===== config.mk =====
export PLATFORM = sky130hd
export DESIGN_NAME = vend_ctrl_param
export DESIGN_NICKNAME = d
export VERILOG_FILES = /design/src/rtl/vend_pkg.sv /design/src/rtl/vend_change_ctr.sv /design/src/rtl/vend_ctrl_param.sv
export SDC_FILE = /design/constraint.sdc
export NUM_CORES = 1
export LEC_CHECK = 0
export CORE_MARGIN = 1
export CORE_UTILIZATION = 58
export CTS_CLUSTER_DIAMETER = 30
export DETAILED_ROUTE_END_ITERATION = 8
export PLACE_DENSITY = 0.85
export SYNTH_ARGS = -nofsm -noshare
export SYNTH_HDL_FRONTEND = slang
export SYNTH_SLANG_ARGS = --single-unit

===== constraint.sdc =====
create_clock -name clk -period 4.45 [get_ports clk]
set_input_delay 0.89 -clock clk [delete_from_list [all_inputs] [get_ports clk]]
set_output_delay 0.89 -clock clk [all_outputs]
set_load 0.01 [all_outputs]

===== src/rtl/vend_pkg.sv =====
// Shared types and defaults for the parametrised vending controller.
package vend_pkg;

    // Controller states: IDLE holds no credit, CREDIT accumulates coins,
    // VEND is the one-cycle dispense step, CHANGE pays out one unit per cycle.
    typedef enum logic [1:0] {
        IDLE   = 2'd0,
        CREDIT = 2'd1,
        VEND   = 2'd2,
        CHANGE = 2'd3
    } state_t;

    localparam int DEF_COIN_A_VAL = 1;
    localparam int DEF_COIN_B_VAL = 2;
    localparam int DEF_PRICE0     = 3;
    localparam int DEF_PRICE1     = 5;

    // Price lookup for a product index given the two configured prices.
    function automatic int price_of(input logic id, input int price0, input int price1);
        return id ? price1 : price0;
    endfunction

endpackage


===== src/rtl/vend_change_ctr.sv =====
// Loadable down-counter that pays out change one unit per enabled cycle.
// The change pulse is registered; done is high whenever the count is zero.
module vend_change_ctr #(
    parameter int W = 4
) (
    input  logic         clk,
    input  logic         rst_n,
    input  logic         ena,
    input  logic         load,
    input  logic [W-1:0] load_val,
    input  logic         dec,
    output logic [W-1:0] count,
    output logic         change,
    output logic         done
);

    assign done = (count == '0);

    // Load takes priority over decrement; each decrement emits one change pulse.
    always_ff @(posedge clk or negedge rst_n) begin
        if (!rst_n) begin
            count  <= '0;
            change <= 1'b0;
        end else if (ena) begin
            if (load) begin
                count  <= load_val;
                change <= 1'b0;
            end else if (dec && !done) begin
                count  <= count - W'(1);
                change <= 1'b1;
            end else begin
                change <= 1'b0;
            end
        end
    end

endmodule


===== src/rtl/vend_ctrl_param.sv =====
// Parametrised two-coin / two-product vending controller with serial change.
// Optional idle auto-refund is compiled in when VEND_TIMEOUT_EN is defined.
module vend_ctrl_param
    import vend_pkg::*;
#(
    parameter int CREDIT_W    = 4,
    parameter int COIN_A_VAL  = DEF_COIN_A_VAL,
    parameter int COIN_B_VAL  = DEF_COIN_B_VAL,
    parameter int PRICE0      = DEF_PRICE0,
    parameter int PRICE1      = DEF_PRICE1,
    parameter int TIMEOUT_CYC = 255
) (
    input  logic                clk,
    input  logic                rst_n,
    input  logic                ena,
    input  logic                coin_a,
    input  logic                coin_b,
    input  logic                sel_valid,
    input  logic                sel_id,
    input  logic                cancel,
    output logic                vend,
    output logic                vend_id,
    output logic                change,
    output logic                coin_reject,
    output logic                deny,
    output logic                busy,
    output logic [CREDIT_W-1:0] credit
);

    localparam int EW = CREDIT_W + 1;
    localparam logic [CREDIT_W:0] MAX_CREDIT = EW'((1 << CREDIT_W) - 1);
    localparam logic [CREDIT_W:0] VAL_A      = EW'(COIN_A_VAL);
    localparam logic [CREDIT_W:0] VAL_B      = EW'(COIN_B_VAL);

    state_t              state;
    state_t              next_state;
    logic                coin_any;
    logic                dual_coin;
    logic                in_entry;
    logic                cancel_hit;
    logic                sel_hit;
    logic                sel_ok;
    logic                coin_slot;
    logic                coin_ok;
    logic                timeout_hit;
    logic [CREDIT_W:0]   credit_ext;
    logic [CREDIT_W:0]   coin_val;
    logic [CREDIT_W:0]   coin_sum;
    logic [CREDIT_W:0]   sel_price;
    logic [CREDIT_W-1:0] vend_price;
    logic [CREDIT_W-1:0] remainder;
    logic [CREDIT_W-1:0] credit_nxt;
    logic [CREDIT_W-1:0] ctr_load_val;
    logic [CREDIT_W-1:0] ctr_count;
    logic                vend_d;
    logic                vend_id_d;
    logic                coin_reject_d;
    logic                deny_d;
    logic                busy_d;
    logic                ctr_load;
    logic                ctr_dec;
    logic                ctr_done;

    // Input decode: cancel beats select, select beats coins; coin_b beats coin_a.
    assign credit_ext = {1'b0, credit};
    assign coin_any   = coin_a | coin_b;
    assign dual_coin  = coin_a & coin_b;
    assign coin_val   = coin_b ? VAL_B : VAL_A;
    assign coin_sum   = credit_ext + coin_val;
    assign sel_price  = EW'(price_of(sel_id, PRICE0, PRICE1));
    assign vend_price = CREDIT_W'(price_of(vend_id, PRICE0, PRICE1));
    assign remainder  = credit - vend_price;
    assign in_entry   = (state == IDLE) || (state == CREDIT);
    assign cancel_hit = (state == CREDIT) && cancel;
    assign sel_hit    = (state == CREDIT) && !cancel && sel_valid;
    assign sel_ok     = sel_hit && (credit_ext >= sel_price);
    assign coin_slot  = in_entry && !cancel && !sel_valid && coin_any;
    assign coin_ok    = coin_slot && (coin_sum <= MAX_CREDIT);

`ifdef VEND_TIMEOUT_EN
    localparam int TW = $clog2(TIMEOUT_CYC + 1);
    logic [TW-1:0] tmo_cnt;
    logic          quiet;

    assign quiet       = (state == CREDIT) && !coin_any && !sel_valid && !cancel;
    assign timeout_hit = quiet && (tmo_cnt == TW'(TIMEOUT_CYC - 1));

    // Count consecutive quiet cycles in CREDIT; any activity or leaving CREDIT clears it.
    always_ff @(posedge clk or negedge rst_n) begin
        if (!rst_n) begin
            tmo_cnt <= '0;
        end else if (ena) begin
            if (quiet && !timeout_hit) begin
                tmo_cnt <= tmo_cnt + TW'(1);
            end else begin
                tmo_cnt <= '0;
            end
        end
    end
`else
    // No auto-refund: credit is held until the customer acts.
    assign timeout_hit = 1'b0 & (TIMEOUT_CYC > 0);
`endif

    // State register.
    always_ff @(posedge clk or negedge rst_n) begin
        if (!rst_n) begin
            state <= IDLE;
        end else if (ena) begin
            state <= next_state;
        end
    end

    // Next-state decode.
    always_comb begin
        next_state = state;
        case (state)
            IDLE: begin
                if (coin_ok) next_state = CREDIT;
            end
            CREDIT: begin
                if (cancel_hit || timeout_hit) next_state = CHANGE;
                else if (sel_ok)               next_state = VEND;
            end
            VEND: begin
                next_state = (remainder != '0) ? CHANGE : IDLE;
            end
            CHANGE: begin
                if (ctr_done || ctr_count == CREDIT_W'(1)) next_state = IDLE;
            end
            default: next_state = IDLE;
        endcase
    end

    // Next values of the registered outputs, credit and change-counter controls.
    always_comb begin
        vend_d        = sel_ok;
        vend_id_d     = sel_ok ? sel_id : vend_id;
        deny_d        = sel_hit && !sel_ok;
        coin_reject_d = coin_any && !(coin_ok && !dual_coin);
        busy_d        = (next_state == VEND) || (next_state == CHANGE);
        credit_nxt    = credit;
        ctr_load      = 1'b0;
        ctr_load_val  = credit;
        ctr_dec       = 1'b0;
        case (state)
            IDLE, CREDIT: begin
                if (cancel_hit || timeout_hit) ctr_load   = 1'b1;
                else if (coin_ok)              credit_nxt = coin_sum[CREDIT_W-1:0];
            end
            VEND: begin
                credit_nxt   = remainder;
                ctr_load     = (remainder != '0);
                ctr_load_val = remainder;
            end
            CHANGE: begin
                ctr_dec = 1'b1;
                if (credit != '0) credit_nxt = credit - CREDIT_W'(1);
            end
            default: ;
        endcase
    end

    // Registered outputs and credit.
    always_ff @(posedge clk or negedge rst_n) begin
        if (!rst_n) begin
            vend        <= 1'b0;
            vend_id     <= 1'b0;
            coin_reject <= 1'b0;
            deny        <= 1'b0;
            busy        <= 1'b0;
            credit      <= '0;
        end else if (ena) begin
            vend        <= vend_d;
            vend_id     <= vend_id_d;
            coin_reject <= coin_reject_d;
            deny        <= deny_d;
            busy        <= busy_d;
            credit      <= credit_nxt;
        end
    end

    vend_change_ctr #(
        .W (CREDIT_W)
    ) u_change_ctr (
        .clk      (clk),
        .rst_n    (rst_n),
        .ena      (ena),
        .load     (ctr_load),
        .load_val (ctr_load_val),
        .dec      (ctr_dec),
        .count    (ctr_count),
        .change   (change),
        .done     (ctr_done)
    );

endmodule


==> results of run 1 <==
power breakdown:
| group | internal [uW] | switching, uW | total [uW] |
|---|---|---|---|
| logic | 321 | 364 | 685 |
| registers | 194 | 126 | 320 |
| clock network | 33.6 | 50.5 | 84.1 |
| total | 548 | 540 | 1090 |
Yosys cell counts, types with 2 or more instances:
library cell	number
sky130_fd_sc_hd__a211o_1	3
sky130_fd_sc_hd__a211oi_1	2
sky130_fd_sc_hd__a21o_1	3
sky130_fd_sc_hd__a21oi_1	6
sky130_fd_sc_hd__a31oi_1	2
sky130_fd_sc_hd__a41oi_1	2
sky130_fd_sc_hd__and3_1	2
sky130_fd_sc_hd__clkbuf_1	3
sky130_fd_sc_hd__dfrtp_1	15
sky130_fd_sc_hd__fa_1	2
sky130_fd_sc_hd__ha_1	12
sky130_fd_sc_hd__inv_1	15
sky130_fd_sc_hd__mux2_2	2
sky130_fd_sc_hd__mux2i_1	3
sky130_fd_sc_hd__nand2_1	13
sky130_fd_sc_hd__nand2b_1	2
sky130_fd_sc_hd__nand3_1	2
sky130_fd_sc_hd__nand4_1	2
sky130_fd_sc_hd__nor2_1	10
sky130_fd_sc_hd__nor3_1	2
sky130_fd_sc_hd__o211ai_1	4
sky130_fd_sc_hd__o21ai_0	5
sky130_fd_sc_hd__o22ai_1	2
sky130_fd_sc_hd__xnor2_1	3
metrics by stage:
stage	total power [uW]	instance area (sq um)	instances	utilization, %	worst slack [ps]
final	1090	1450	184	73.1	1150
after detailed placement	979	1420	180	71.7	865
after CTS	1070	1450	184	73.1	1190
after floorplan	760	1230	139	-	1740
after global placement	948	1420	180	71.7	1020
after global routing	1170	1450	184	73.1	999
kinds of logic (layout without fill, tap and decap cells):
logic type | count (synthesis) | count (layout) | share of synthesized area [%]
compound gates | 43 | 43 | 25.6
xor+xnor | 4 | 4 | 2.85
fa+ha+maj | 15 | 15 | 16.3
buf+inv | 18 | 36 | 5.50
flops | 15 | 15 | 30.5
mux | 5 | 5 | 4.28
simple gates | 39 | 39 | 15.0
routing by layer:
layer | track usage, % | vias to the layer above | wire length [um]
met5 | 0 | - | 0
met4 | 11.7 | 0 | 63
met3 | 4.91 | 10 | 271
met2 | 50.8 | 70 | 1500
met1 | 37.9 | 528 | 1270
li1 | - | 543 | -
layout make-up:
class / count / area share, %
Clock inverter: 1 / 0.345
Tap cell: 27 / 2.33
Clock buffer: 3 / 1.55
Multi-Input combinational cell: 106 / 54.2
Inverter: 15 / 3.89
Sequential cell: 15 / 25.9
Timing Repair Buffer: 17 / 11.7
worst reg2reg max path, cell delays in order, from the launching register on:
cell	delay, ps
sky130_fd_sc_hd__dfrtp_1	510
sky130_fd_sc_hd__ha_1	280
sky130_fd_sc_hd__fa_1	400
sky130_fd_sc_hd__nand3_1	110
sky130_fd_sc_hd__a31oi_1	130
sky130_fd_sc_hd__a311oi_1	720
sky130_fd_sc_hd__nand2_1	180
sky130_fd_sc_hd__xnor2_1	170
sequential cells by signal, indices dropped and copies added, names as in the netlist:
signal,cells
credit,4
coin_reject,1
deny,1
vend,1
u_change_ctr.count,4
vend_id,1
u_change_ctr.change,1
state,2
worst max path at each step:
| stage | end | slack, ps | from | depth (start not counted) |
|---|---|---|---|---|
| 6_report | credit[3] | 1150 | coin_b | 9 |
| 5_1_grt | credit[3] | 1000 | coin_b | 9 |
| 4_1_cts | credit[3] | 1190 | coin_b | 9 |
| 3_5_place_dp | credit[3] | 870 | coin_b | 9 |
| 3_3_place_gp | credit[3] | 1020 | coin_b | 9 |
| 2_1_floorplan | credit[3] | 1740 | coin_b | 8 |
==> impl_summary.log, run 1 <==
INFO  metric crit_start_category = input port
INFO  metric critical_r2r_capture = credit[3]
INFO  metric outcome = completed
INFO  metric layout-drive-gt1-share = around 6.4%
INFO  metric clkSinkCount = 15
INFO  metric max_cap_violations = 0
INFO  metric rows = 16
INFO  metric synth_largest_type_area_fraction = ~31%
INFO  metric filler_cell_count = roughly 150
INFO  metric finClkSkew = about 6.9 ps
INFO  metric flow.area_growth_from_synthesis = 17.9%
INFO  metric insertedDiodeCount = 0
INFO  metric total_leakage_power = 0.000664 uW
INFO  metric post_cts_resized = 0
INFO  metric finalNetCount = 180
INFO  metric cp_cell_sequence = clkdlybuf4s50_1 -> inv_1 -> ha_1 -> fa_1 -> nand3_1 -> a31oi_1 -> a311oi_1 -> nand2_1 -> xnor2_1
INFO  metric clock_insertion_delay_worst_skew = approximately 300 ps
INFO  metric register_area = 375 sq um
INFO  metric syn-cell-area = 1230 sq um
INFO  metric dr.first_iter.drc_count = 80
INFO  metric cpMaxStageDelayCell = sky130_fd_sc_hd__a311oi_1
INFO  metric hp-start = u_change_ctr.change
INFO  metric cts_setup_buffers = 0
INFO  metric cts_tree = built
INFO  metric irDropWorstVdd = 0.468 mV
INFO  metric track_usage = about 30%
INFO  metric h-tree-depth = 1
INFO  metric floorplan.initialDensity = around three fifths
INFO  metric remaining_drc_errors = 0
INFO  metric mostFrequentLayoutCell = sky130_fd_sc_hd__clkdlybuf4s50_1
INFO  metric async_set_reset_flop_share_out_of_synthesis = 100%
INFO  metric mappedNetlistNets = about 160
INFO  metric r2r_path_start = credit[0]
INFO  metric clock_path_buffers = 2
INFO  metric ctsHoldBuffers = 0
INFO  metric synthCells = 139
INFO  metric timing.fmax = roughly 300 MHz
INFO  metric i_o_buffers = 17
INFO  metric routedWlPerCell = around 17 um
INFO  metric rr_worst_depth = 7
INFO  metric hold_ws = between 500 and 600 ps
INFO  metric setup_repair_after_global_routing_missed_its_margin = no
INFO  metric floorplan_die_area = roughly 2300 sq um
INFO  metric tightestPinTransition = 819 ps
INFO  metric detailed_router_iteration_count_before_antenna_repair = 5
INFO  metric routed_wl = slightly above 3000 um
INFO  metric grt_remaining_overflow = 0
INFO  metric endpoint_kind = register
INFO  metric max-slew-margin-rel = between 40% and 50%
INFO  metric hold_path.class = reg2reg
INFO  metric yosysWarnings = 0
INFO  metric ant_nets = 0
INFO  metric num_vias = roughly 1200
INFO  metric avgSynthCellArea = 8.84 sq um
INFO  metric cts.root.buffer_cell = sky130_fd_sc_hd__clkbuf_4
INFO  metric cp_top_family = compound AO/OA/AOI/OAI gates
INFO  metric setup-tns-final = 0 ps
INFO  metric synth_area_leaders = sky130_fd_sc_hd__dfrtp_1 31%, sky130_fd_sc_hd__ha_1 12%, sky130_fd_sc_hd__inv_1 4.6%, sky130_fd_sc_hd__nand2_1 4.0%, sky130_fd_sc_hd__fa_1 3.3%
INFO  metric synth_seq_cells = 15
INFO  metric sequential_element_share_of_the_synthesized_area = 30.5%
INFO  metric tritoncts.num_buffers = 3
INFO  metric first_global_vias = between 1000 and 1500
INFO  metric timing.final.setup_violations = 0
INFO  metric die_h = roughly 48 um
INFO  metric yosys_most_used_dff = sky130_fd_sc_hd__dfrtp_1
INFO  metric hold_violations = 0
INFO  metric area_occupied_by_multi_input_gates = between 700 and 800 sq um
INFO  metric setup.reg_to_reg.worst_slack = 1840 ps
INFO  metric yosys.area.top_type = sky130_fd_sc_hd__dfrtp_1
INFO  metric netlist-cell-type-count = 46
INFO  metric die-width = between 40 and 50 um
INFO  metric maxSlewViolCount = 0
INFO  metric io_pins = 18
INFO  metric layout_min_cycle_time = roughly 3300 ps
INFO  metric worstHoldEndpoint = u_change_ctr.change
INFO  metric synth-edff-count = 0
INFO  metric worst_ep_arrival = 3490 ps
INFO  metric layout_worst_path_cycle_share = between 70% and 80%
INFO  metric placeableCoreArea = between 1500 and 2000 sq um
INFO  metric clkSlewWorstSetupHoldPaths = 100 ps
INFO  metric layout_common_cells = 17 x sky130_fd_sc_hd__clkdlybuf4s50_1, 15 x sky130_fd_sc_hd__inv_1, 15 x sky130_fd_sc_hd__dfrtp_1, 13 x sky130_fd_sc_hd__nand2_1, 12 x sky130_fd_sc_hd__ha_1
INFO  metric post_drt_via_cell_ratio = between 6 and 7
INFO  metric grt_first_pass_wirelength = 4730 um
INFO  metric timing_worst_setup_path_type = in2reg
INFO  metric timing.critical_path.fanout_max = 8
INFO  metric gpl.final_weighted_congestion = between 0.9 and 1
INFO  metric timing.critical_path.buf_inv = 2
INFO  metric timing.hold.worst_path_depth = 1
INFO  metric grt_max_degree = 18
INFO  metric critical_path_required = ~4600 ps
INFO  metric power_density = approximately 750 nW/um^2
INFO  metric dp.final_hpwl = around 2300 um
INFO  metric grt_antenna_before_repair = 0
INFO  metric slowest_delay = 720 ps
Power figures use the tool's default switching activity.
==> run 2, diff against run 1 <==
--- a/config.mk
+++ b/config.mk
@@ -6,10 +6,10 @@
 export NUM_CORES = 1
 export LEC_CHECK = 0
 export CORE_MARGIN = 1
-export CORE_UTILIZATION = 58
+export CORE_UTILIZATION = 48
 export CTS_CLUSTER_DIAMETER = 30
 export DETAILED_ROUTE_END_ITERATION = 8
-export PLACE_DENSITY = 0.85
+export PLACE_DENSITY = 0.76
 export SYNTH_ARGS = -nofsm -noshare
 export SYNTH_HDL_FRONTEND = slang
 export SYNTH_SLANG_ARGS = --single-unit
==> constraint.sdc (replaced) <==
create_clock -name clk -period 2.8 [get_ports clk]
set_input_delay 0.56 -clock clk [delete_from_list [all_inputs] [get_ports clk]]
set_output_delay 0.56 -clock clk [all_outputs]
set_load 0.01 [all_outputs]
==> impl_summary.log, run 2 (synthesis gave the netlist of run 1 again) <==
INFO  metric outcome = completed
INFO  metric mostFrequentLayoutCell = sky130_fd_sc_hd__clkdlybuf4s50_1
INFO  metric filler_cell_count = 210
INFO  metric cts.root.buffer_cell = sky130_fd_sc_hd__clkbuf_4
INFO  metric ant_nets = 0
INFO  metric timing.hold.worst_path_depth = 1
INFO  metric timing.final.setup_violations = 0
INFO  metric cp_cell_sequence = clkdlybuf4s50_1 -> inv_1 -> ha_1 -> fa_1 -> nand3_1 -> a31oi_1 -> a311oi_1 -> buf_4 -> nand2_1 -> xnor2_1
INFO  metric critical_path_required = about 3000 ps
INFO  metric io_pins = 18
INFO  metric worst_ep_arrival = 2610 ps
INFO  metric reg.largest.list = credit (4), u_change_ctr.count (4), state (2)
INFO  metric grt_max_degree = 17
INFO  metric irDropWorstVdd = ~0.7 mV
INFO  metric floorplan.initialDensity = a little over half
INFO  metric cpMaxStageDelayCell = sky130_fd_sc_hd__clkdlybuf4s50_1
INFO  metric placeableCoreArea = approximately 2300 sq um
INFO  metric layout_worst_path_cycle_share = a little under 90%
INFO  metric total_leakage_power = roughly 0.00069 uW
INFO  metric setup-tns-final = 0 ps
INFO  metric ctsHoldBuffers = 0
INFO  metric clock_insertion_delay_worst_skew = 280 ps
INFO  metric timing_worst_setup_path_type = in2reg
INFO  metric num_vias = ~1100
INFO  metric maxSlewViolCount = 0
INFO  metric clkSlewWorstSetupHoldPaths = approximately 100 ps
INFO  metric first_global_vias = roughly 1100
INFO  metric hold_violations = 0
INFO  metric timing.fmax = 410 MHz
INFO  metric die-width = between 50 and 60 um
INFO  metric max_cap_violations = 0
INFO  metric cp_top_family = buffers and inverters
INFO  metric detailed_router_iteration_count_before_antenna_repair = 4
INFO  metric die_h = 52.6 um
INFO  metric timing.critical_path.fanout_max = 8
INFO  metric layout-drive-gt1-share = under 10%
INFO  metric grt_antenna_before_repair = 0
INFO  metric routed_wl = roughly 2900 um
INFO  metric i_o_buffers = 17
INFO  metric slowest_delay = roughly 490 ps
INFO  metric finalNetCount = approximately 190
INFO  metric finalInstanceArea = between 1000 and 1500 sq um
INFO  metric max-slew-margin-rel = 52.7%
INFO  metric timing.critical_path.buf_inv = 3
INFO  metric path_depth = 10
INFO  metric layout_common_cells = 17 x sky130_fd_sc_hd__clkdlybuf4s50_1, 15 x sky130_fd_sc_hd__inv_1, 15 x sky130_fd_sc_hd__dfrtp_1, 13 x sky130_fd_sc_hd__nand2_1, 12 x sky130_fd_sc_hd__ha_1
INFO  metric rr_worst_depth = 7
INFO  metric setup.reg_to_reg.worst_slack = 450 ps
INFO  metric finalWorstSetupSlack = 362 ps
INFO  metric h-tree-depth = 1
INFO  metric power_density = ~1200 nW/um^2
INFO  metric place_area = ~1500 sq um
INFO  metric post_drt_via_cell_ratio = 5.98
INFO  metric clkSinkCount = 15
INFO  metric routedWlPerCell = 15.1 um
INFO  metric post_cts_resized = 0
INFO  metric flow.area_growth_from_synthesis = 21.6%
INFO  metric rows = 17
INFO  metric dr.first_iter.drc_count = 21
INFO  metric remaining_drc_errors = 0
INFO  metric crit_start_category = input port
INFO  metric tritoncts.num_buffers = 3
INFO  metric cts_tree = built
INFO  metric detailedPlace.worstSlack = slightly below 90 ps
INFO  metric hold_path.class = reg2reg
INFO  metric grt_remaining_overflow = 0
INFO  metric cts_setup_buffers = 0
INFO  metric gpl.final_weighted_congestion = 0.821
INFO  metric dp.final_hpwl = between 2000 and 2500 um
INFO  metric clock_path_buffers = 2
INFO  metric endpoint_kind = register
INFO  metric setup_repair_after_global_routing_missed_its_margin = no
INFO  metric grt_first_pass_wirelength = approximately 4900 um
INFO  metric finClkSkew = 6.27 ps
INFO  metric insertedDiodeCount = 0
INFO  metric tightestPinTransition = 708 ps
INFO  metric layout_min_cycle_time = about 2400 ps
INFO  metric track_usage = 24.7%
INFO  metric floorplan_die_area = 2770 sq um
-- run 2: layout make-up --
class                           count  area (sq um)  area share, %
Sequential cell                    15           375           25.1
Multi-Input combinational cell    106           786           52.6
Timing Repair Buffer               23           215           14.4
Tap cell                           28          35.0           2.35
Clock buffer                        4          26.3           1.76
Inverter                           15          56.3           3.77
-- run 2: metrics by stage --
step	std cells	power [uW]	util [%]	hold slack, ps
after floorplan	139	1210	-	264
after global placement	187	1550	63.3	489
after detailed placement	187	1590	63.3	500
after CTS	191	1730	64.4	523
after global routing	191	1890	64.4	533
final	191	1720	64.4	515
-- run 2: layer usage --
metal	vias up	global-route usage (%)	wire length, um
li1	556	-	-
met1	540	32.7	1360
met2	41	40.5	1320
met3	6	3.19	157
met4	0	9.65	40
met5	-	0	0
-- run 2: worst paths after layout --
check,startpoint,endpoint
setup / recovery,coin_b,credit[3]
hold / removal,coin_reject,coin_reject
setup reg to reg,credit[1],state[1]
hold reg to reg,coin_reject,coin_reject
max in group asynchronous,rst_n,vend_id
min in group asynchronous,rst_n,coin_reject
-- run 2: report_power, final --
group	total (uW)	switching, uW	internal [uW]
clock	127	71.7	55.2
combinational	1150	614	538
sequential	442	132	310
